File: config.mk
export PLATFORM = sky130hd
export DESIGN_NAME = instr_fetch_unit
export DESIGN_NICKNAME = d
export VERILOG_FILES = /design/src/rtl/instr_fetch_unit.sv
export SDC_FILE = /design/constraint.sdc
export NUM_CORES = 1
export LEC_CHECK = 0
export CORE_MARGIN = 3
export CORE_UTILIZATION = 47
export DETAILED_ROUTE_END_ITERATION = 10
export PLACE_DENSITY = 0.81
export SYNTH_ARGS = -nofsm -noshare
export SYNTH_HDL_FRONTEND = slang
export SYNTH_SLANG_ARGS = --single-unit
File: constraint.sdc
create_clock -name clk -period 2.3 [get_ports clk]
set_input_delay 0.69 -clock clk [delete_from_list [all_inputs] [get_ports clk]]
set_output_delay 0.69 -clock clk [all_outputs]
set_load 0.005 [all_outputs]
File: src/rtl/instr_fetch_unit.sv
// Instruction fetch stage: owns the PC, sequences requests to the instruction ROM
// and hands each fetched word (with its PC) to decode over a valid/ready handshake.
module instr_fetch_unit #(
    parameter int                 WORD_SIZE      = 32,
    parameter int                 ADDRESS_SIZE   = 16,
    parameter int                 PC_SIZE        = 32,
    parameter logic [PC_SIZE-1:0] RESET_PC       = '0,
    parameter int                 TIMEOUT_CYCLES = 16
) (
    input  logic                    clk,
    input  logic                    rst,
    output logic                    imem_enable,
    output logic [ADDRESS_SIZE-1:0] imem_address,
    input  logic [WORD_SIZE-1:0]    imem_data,
    input  logic                    imem_data_ready,
    input  logic                    redirect_valid,
    input  logic [PC_SIZE-1:0]      redirect_pc,
    output logic                    if_valid,
    input  logic                    if_ready,
    output logic [WORD_SIZE-1:0]    if_instr,
    output logic [PC_SIZE-1:0]      if_pc,
    output logic [PC_SIZE-1:0]      if_npc,
    output logic                    misaligned,
    output logic                    fetch_error
);

    localparam int CNT_W = $clog2(TIMEOUT_CYCLES + 1);

    typedef enum logic [1:0] {
        S_REQ   = 2'd0,
        S_WAIT  = 2'd1,
        S_HOLD  = 2'd2,
        S_ERROR = 2'd3
    } state_t;

    state_t               r_state;
    logic [PC_SIZE-1:0]   r_pc;
    logic [CNT_W-1:0]     r_cnt;
    logic                 r_valid;
    logic [WORD_SIZE-1:0] r_instr;
    logic [PC_SIZE-1:0]   r_if_pc;
    logic [PC_SIZE-1:0]   r_if_npc;
    logic                 r_mis;
    logic                 r_err;

    logic                 w_redirect;
    logic [PC_SIZE-1:0]   w_redirect_pc;
    logic [PC_SIZE-1:0]   w_pc_plus4;

    // A dead fetch unit stays dead: redirects are ignored once in ERROR.
    assign w_redirect    = redirect_valid && (r_state != S_ERROR);
    assign w_redirect_pc = {redirect_pc[PC_SIZE-1:2], 2'b00};
    assign w_pc_plus4    = r_pc + PC_SIZE'(4);

    always_ff @(posedge clk) begin
        if (rst) begin
            r_state  <= S_REQ;
            r_pc     <= RESET_PC;
            r_cnt    <= '0;
            r_valid  <= 1'b0;
            r_instr  <= '0;
            r_if_pc  <= '0;
            r_if_npc <= '0;
            r_mis    <= 1'b0;
            r_err    <= 1'b0;
        end else begin
            r_mis <= w_redirect && (redirect_pc[1:0] != 2'b00);
            if (w_redirect) begin
                // Any response still in flight for the old PC is simply dropped.
                r_pc    <= w_redirect_pc;
                r_state <= S_REQ;
                r_valid <= 1'b0;
                r_cnt   <= '0;
            end else begin
                case (r_state)
                    S_REQ: begin
                        r_state <= S_WAIT;
                        r_cnt   <= '0;
                    end
                    S_WAIT: begin
                        r_cnt <= r_cnt + CNT_W'(1);
                        if (imem_data_ready) begin
                            r_instr  <= imem_data;
                            r_if_pc  <= r_pc;
                            r_if_npc <= w_pc_plus4;
                            r_valid  <= 1'b1;
                            r_state  <= S_HOLD;
                        end else if (r_cnt == CNT_W'(TIMEOUT_CYCLES - 1)) begin
                            r_state <= S_ERROR;
                            r_err   <= 1'b1;
                        end
                    end
                    S_HOLD: begin
                        if (if_ready) begin
                            r_pc    <= w_pc_plus4;
                            r_valid <= 1'b0;
                            r_state <= S_REQ;
                        end
                    end
                    S_ERROR: begin
                        r_valid <= 1'b0;
                    end
                    default: begin
                        r_state <= S_REQ;
                    end
                endcase
            end
        end
    end

    assign imem_enable  = !rst && ((r_state == S_REQ) || (r_state == S_WAIT));
    assign imem_address = r_pc[ADDRESS_SIZE+1:2];
    assign if_valid     = r_valid;
    assign if_instr     = r_instr;
    assign if_pc        = r_if_pc;
    assign if_npc       = r_if_npc;
    assign misaligned   = r_mis;
    assign fetch_error  = r_err;

endmodule

==> results by group <==
STA
  • Period minus WS final: 2.209 ns
  • RSZ-0062 raised after global routing: false
  • Max Clock Skew: around 0.0099 ns
  • Max frequency: about 450 MHz
  • Period utilisation layout: 0.9602
  • Final hold vios: 0
  • Fin. max-slew vios: 0
  • Setup violations, final: 0
  • Worst-Margin Slew: 0.6561 ns
  • Hold WS: 0.4519 ns
  • Worst slew margin: 0.5586

Global route
  • Number of global-route vias before repair: 5582
  • Initial antenna violation count: 0
  • GRT Overall Usage: 0.2564
  • Largest net degree at the start of global routing: 81
  • First-pass GRT wire length: 27.64 mm
  • Gr ovfl total: 0

Clock network
  • Clock buffers created by TritonCTS: 17
  • Reg clk slew, reported paths: 0.06 ns
  • CTS tree: done
  • CTS Sinks: 132
  • Hold Buf Count CTS: 0
  • Clk buf depth: 2
  • Root buffer cell: clkbuf_16
  • H-tree depth: 4
  • Postcts setup bufs: 0
  • Clock Latency Late Sink: between 0.4 and 0.5 ns

Worst setup path
  • FF-to-FF path depth: 6
  • CP endpoint: imem_address[5]
  • Setup crit end kind: output port
  • Slowest stage delay, CP: 0.60 ns
  • Startpoint types: register
  • CP Data Required Time: between 1.5 and 2 ns
  • Worst-path fanout max: 9
  • Reg2reg start: r_pc[2]
  • Arr. time, crit path: 1.52 ns
  • Endpoint of the worst register-to-register path: r_pc[16]
  • FF-to-FF setup slack: 0.31 ns
  • Critical path buffer and inverter count: 1
  • CP Depth: 1
  • Slowest CP cell: clkdlybuf4s50_1
  • Critical path cell sequence: clkdlybuf4s50_1
  • Worst path top cell family by delay: buffers and inverters
  • Critical path startpoint: r_pc[7]
  • Setup Crit Path Kind: reg -> out

Power
  • Combinational share of power: 0.097
  • Clock power frac: 0.466
  • Maximum VDD drop: about 580 µV
  • Power Dens Cells: 667.6 nW/µm²
  • Switching part of the total: 0.2297
  • Seq pwr share: 0.437
  • P_sw: 1.279 mW
  • Leakage power: 2.879 nW
  • Tot Pwr: around 5.6 mW
  • Pint: 4.290 mW

Routing
  • Via count: 5700
  • Drt pass-1 iters: 5
  • Post-route ant nets: 0
  • Drt wl/cell: ~17 µm
  • Via density: roughly 5.4
  • DRC violations left: 0
  • 1st-iter DRT viols: 463
  • Final WL: 17.41 mm

Final layout
  • Final net count: 950
  • Layout cells sized above 1: 0.1000
  • Fin cells: 1054
  • Antenna diodes: 0
  • Area grow syn2layout: 43.50%
  • Number of fill cells: 927

Floorplan
  • Starting Density: 0.4943
  • Die height: 117.2 µm
  • Die area: approximately 14000 µm²
  • Standard-cell rows: 39
  • Top Ports: around 190
  • Core area: roughly 12000 µm²
  • Die Width: about 120 µm

Run
  • Max Cap Viol: 0

Logic synthesis
  • Syn Inst Count: 720
  • Flop and latch count out of synthesis: 132
  • Share of the synthesized area in the top cell type: 0.4546
  • Post-Syn Area per Cell: just over 8 µm²
  • Top cells by area, synth: dfxtp_1, nand2_1, a21oi_1
  • Synth warn: 0
  • Sequential share of the synthesized area: 0.4546
  • Synth Cell Area: 5813 µm²
  • Post-synth cell types: 58
  • Area leader, netlist: dfxtp_1

Placement
  • GPL Wtd Cong: 0.8710
  • Final HPWL DP: 12.32 mm
  • IO Port Bufs: 180
  • Inst Count DP: 1023

Run status
  • Outcome: finished, final reports clean

Hold path
  • Hold Crit Class: reg -> reg
power by group through the flow:
stage          Combinational [mW]  Sequential [mW]  Clock, mW
6_report                    0.538             2.43       2.60
5_1_grt                     0.584             2.44       2.74
4_1_cts                     0.537             2.43       2.64
3_5_place_dp                0.531             2.48          0
3_3_place_gp                0.520             2.48          0
2_1_floorplan               0.258             2.46          0
sequential cells by signal, summed over array words and instances (netlist names):
| name | flops |
|---|---|
| r_cnt | 5 |
| if_npc | 30 |
| if_pc | 30 |
| if_valid | 1 |
| fetch_error | 1 |
| r_pc | 30 |
| if_instr | 32 |
| r_state | 2 |
| misaligned | 1 |
cell type report:
type | count | area [µm²] | share of cell area
multi-input combinational | 504 | 2768 | 0.3318
sequential | 132 | 2643 | 0.3168
timing repair buffer | 213 | 2122 | 0.2544
clock buffer | 20 | 456.7 | 0.05475
tap | 164 | 205.2 | 0.02460
clock inverter | 11 | 110.1 | 0.01320
inverter | 10 | 37.54 | 0.004500
cells in the mapped netlist (all sizes together):
| master | instances |
|---|---|
| o211ai | 2 |
| dfxtp | 132 |
| o311ai | 2 |
| nand2 | 151 |
| conb | 1 |
| xnor2 | 18 |
| a221oi | 2 |
| mux2 | 1 |
| or2 | 2 |
| nor2 | 61 |
| nor3 | 16 |
| o22ai | 5 |
| inv | 10 |
| nand4bb | 1 |
| a22oi | 12 |
| o31a | 5 |
| and3 | 8 |
| nand2b | 5 |
| a21boi | 2 |
| nand3 | 14 |
| nor2b | 4 |
| a2111oi | 1 |
| nor3b | 1 |
| a221o | 1 |
| nand4 | 10 |
| clkbuf | 44 |
| a211oi | 28 |
| nand3b | 1 |
| o21bai | 1 |
| a31oi | 5 |
| and4 | 4 |
| a21oi | 89 |
| and2 | 1 |
| buf | 33 |
| a2bb2oi | 3 |
| o221a | 1 |
| nor4 | 4 |
| o21ai | 20 |
| xor2 | 9 |
| ha | 3 |
| o21a | 1 |
| nor4bb | 1 |
| a211o | 1 |
| o31ai | 1 |
| a21o | 3 |
worst min path at each step:
stage,start,end,depth (start not counted)
4_1_cts,if_instr[0],if_instr[0],2
3_5_place_dp,if_instr[0],if_instr[0],2
5_1_grt,if_pc[11],if_pc[11],2
3_3_place_gp,if_instr[21],if_instr[21],2
2_1_floorplan,r_pc[30],if_pc[30],2
6_report,if_instr[20],if_instr[20],2
timing repair:
item,CTS,global route
setup endpoints to repair,0,13
hold endpoints to repair,0,0
gates resized for setup,0,1
stage by stage:
stage               setup TNS (ns)  worst slack (ns)    util  cell area, µm²
global route                     0           0.02765  0.7093            8342
global placement            -2.871           -0.2705  0.6609            7772
CTS                              0           0.04823  0.7091            8339
finish                           0           0.09147  0.7093            8342
floorplan                        0           0.08414       -            5824
detailed placement          -4.783           -0.4121  0.6609            7772
logic make-up after synthesis:
| logic type | after synthesis | synth area share |
|---|---|---|
| other | 1 | 0.0006451 |
| muxes | 1 | 0.001937 |
| adders and majority gates | 3 | 0.006458 |
| buffers and inverters | 87 | 0.07361 |
| AOI/OAI and AO/OA | 185 | 0.1974 |
| xor gates and xnor gates | 27 | 0.04068 |
| and+or+nand+nor | 284 | 0.2247 |
| DFF | 132 | 0.4546 |
routing by layer:
layer,track usage,up-vias,share of wire
met5,0,-,0
met4,0.09174,0,0.022
met3,0.1090,27,0.10
met2,0.4182,258,0.47
met1,0.3020,2641,0.40
li1,-,2774,-
cells in the final DEF, fill, tap and decap left out, types with 13 or more instances in the layout:
master,netlist,final
clkdlybuf4s50_1,0,179
nand2_1,151,150
dfxtp_1,132,132
a21oi_1,89,89
nor2_1,60,59
buf_4,21,28
a211oi_1,24,24
o21ai_0,20,20
xnor2_1,18,18
clkbuf_16,0,17
nor3_1,14,13
No activity file was read; power rests on OpenSTA's default activity.
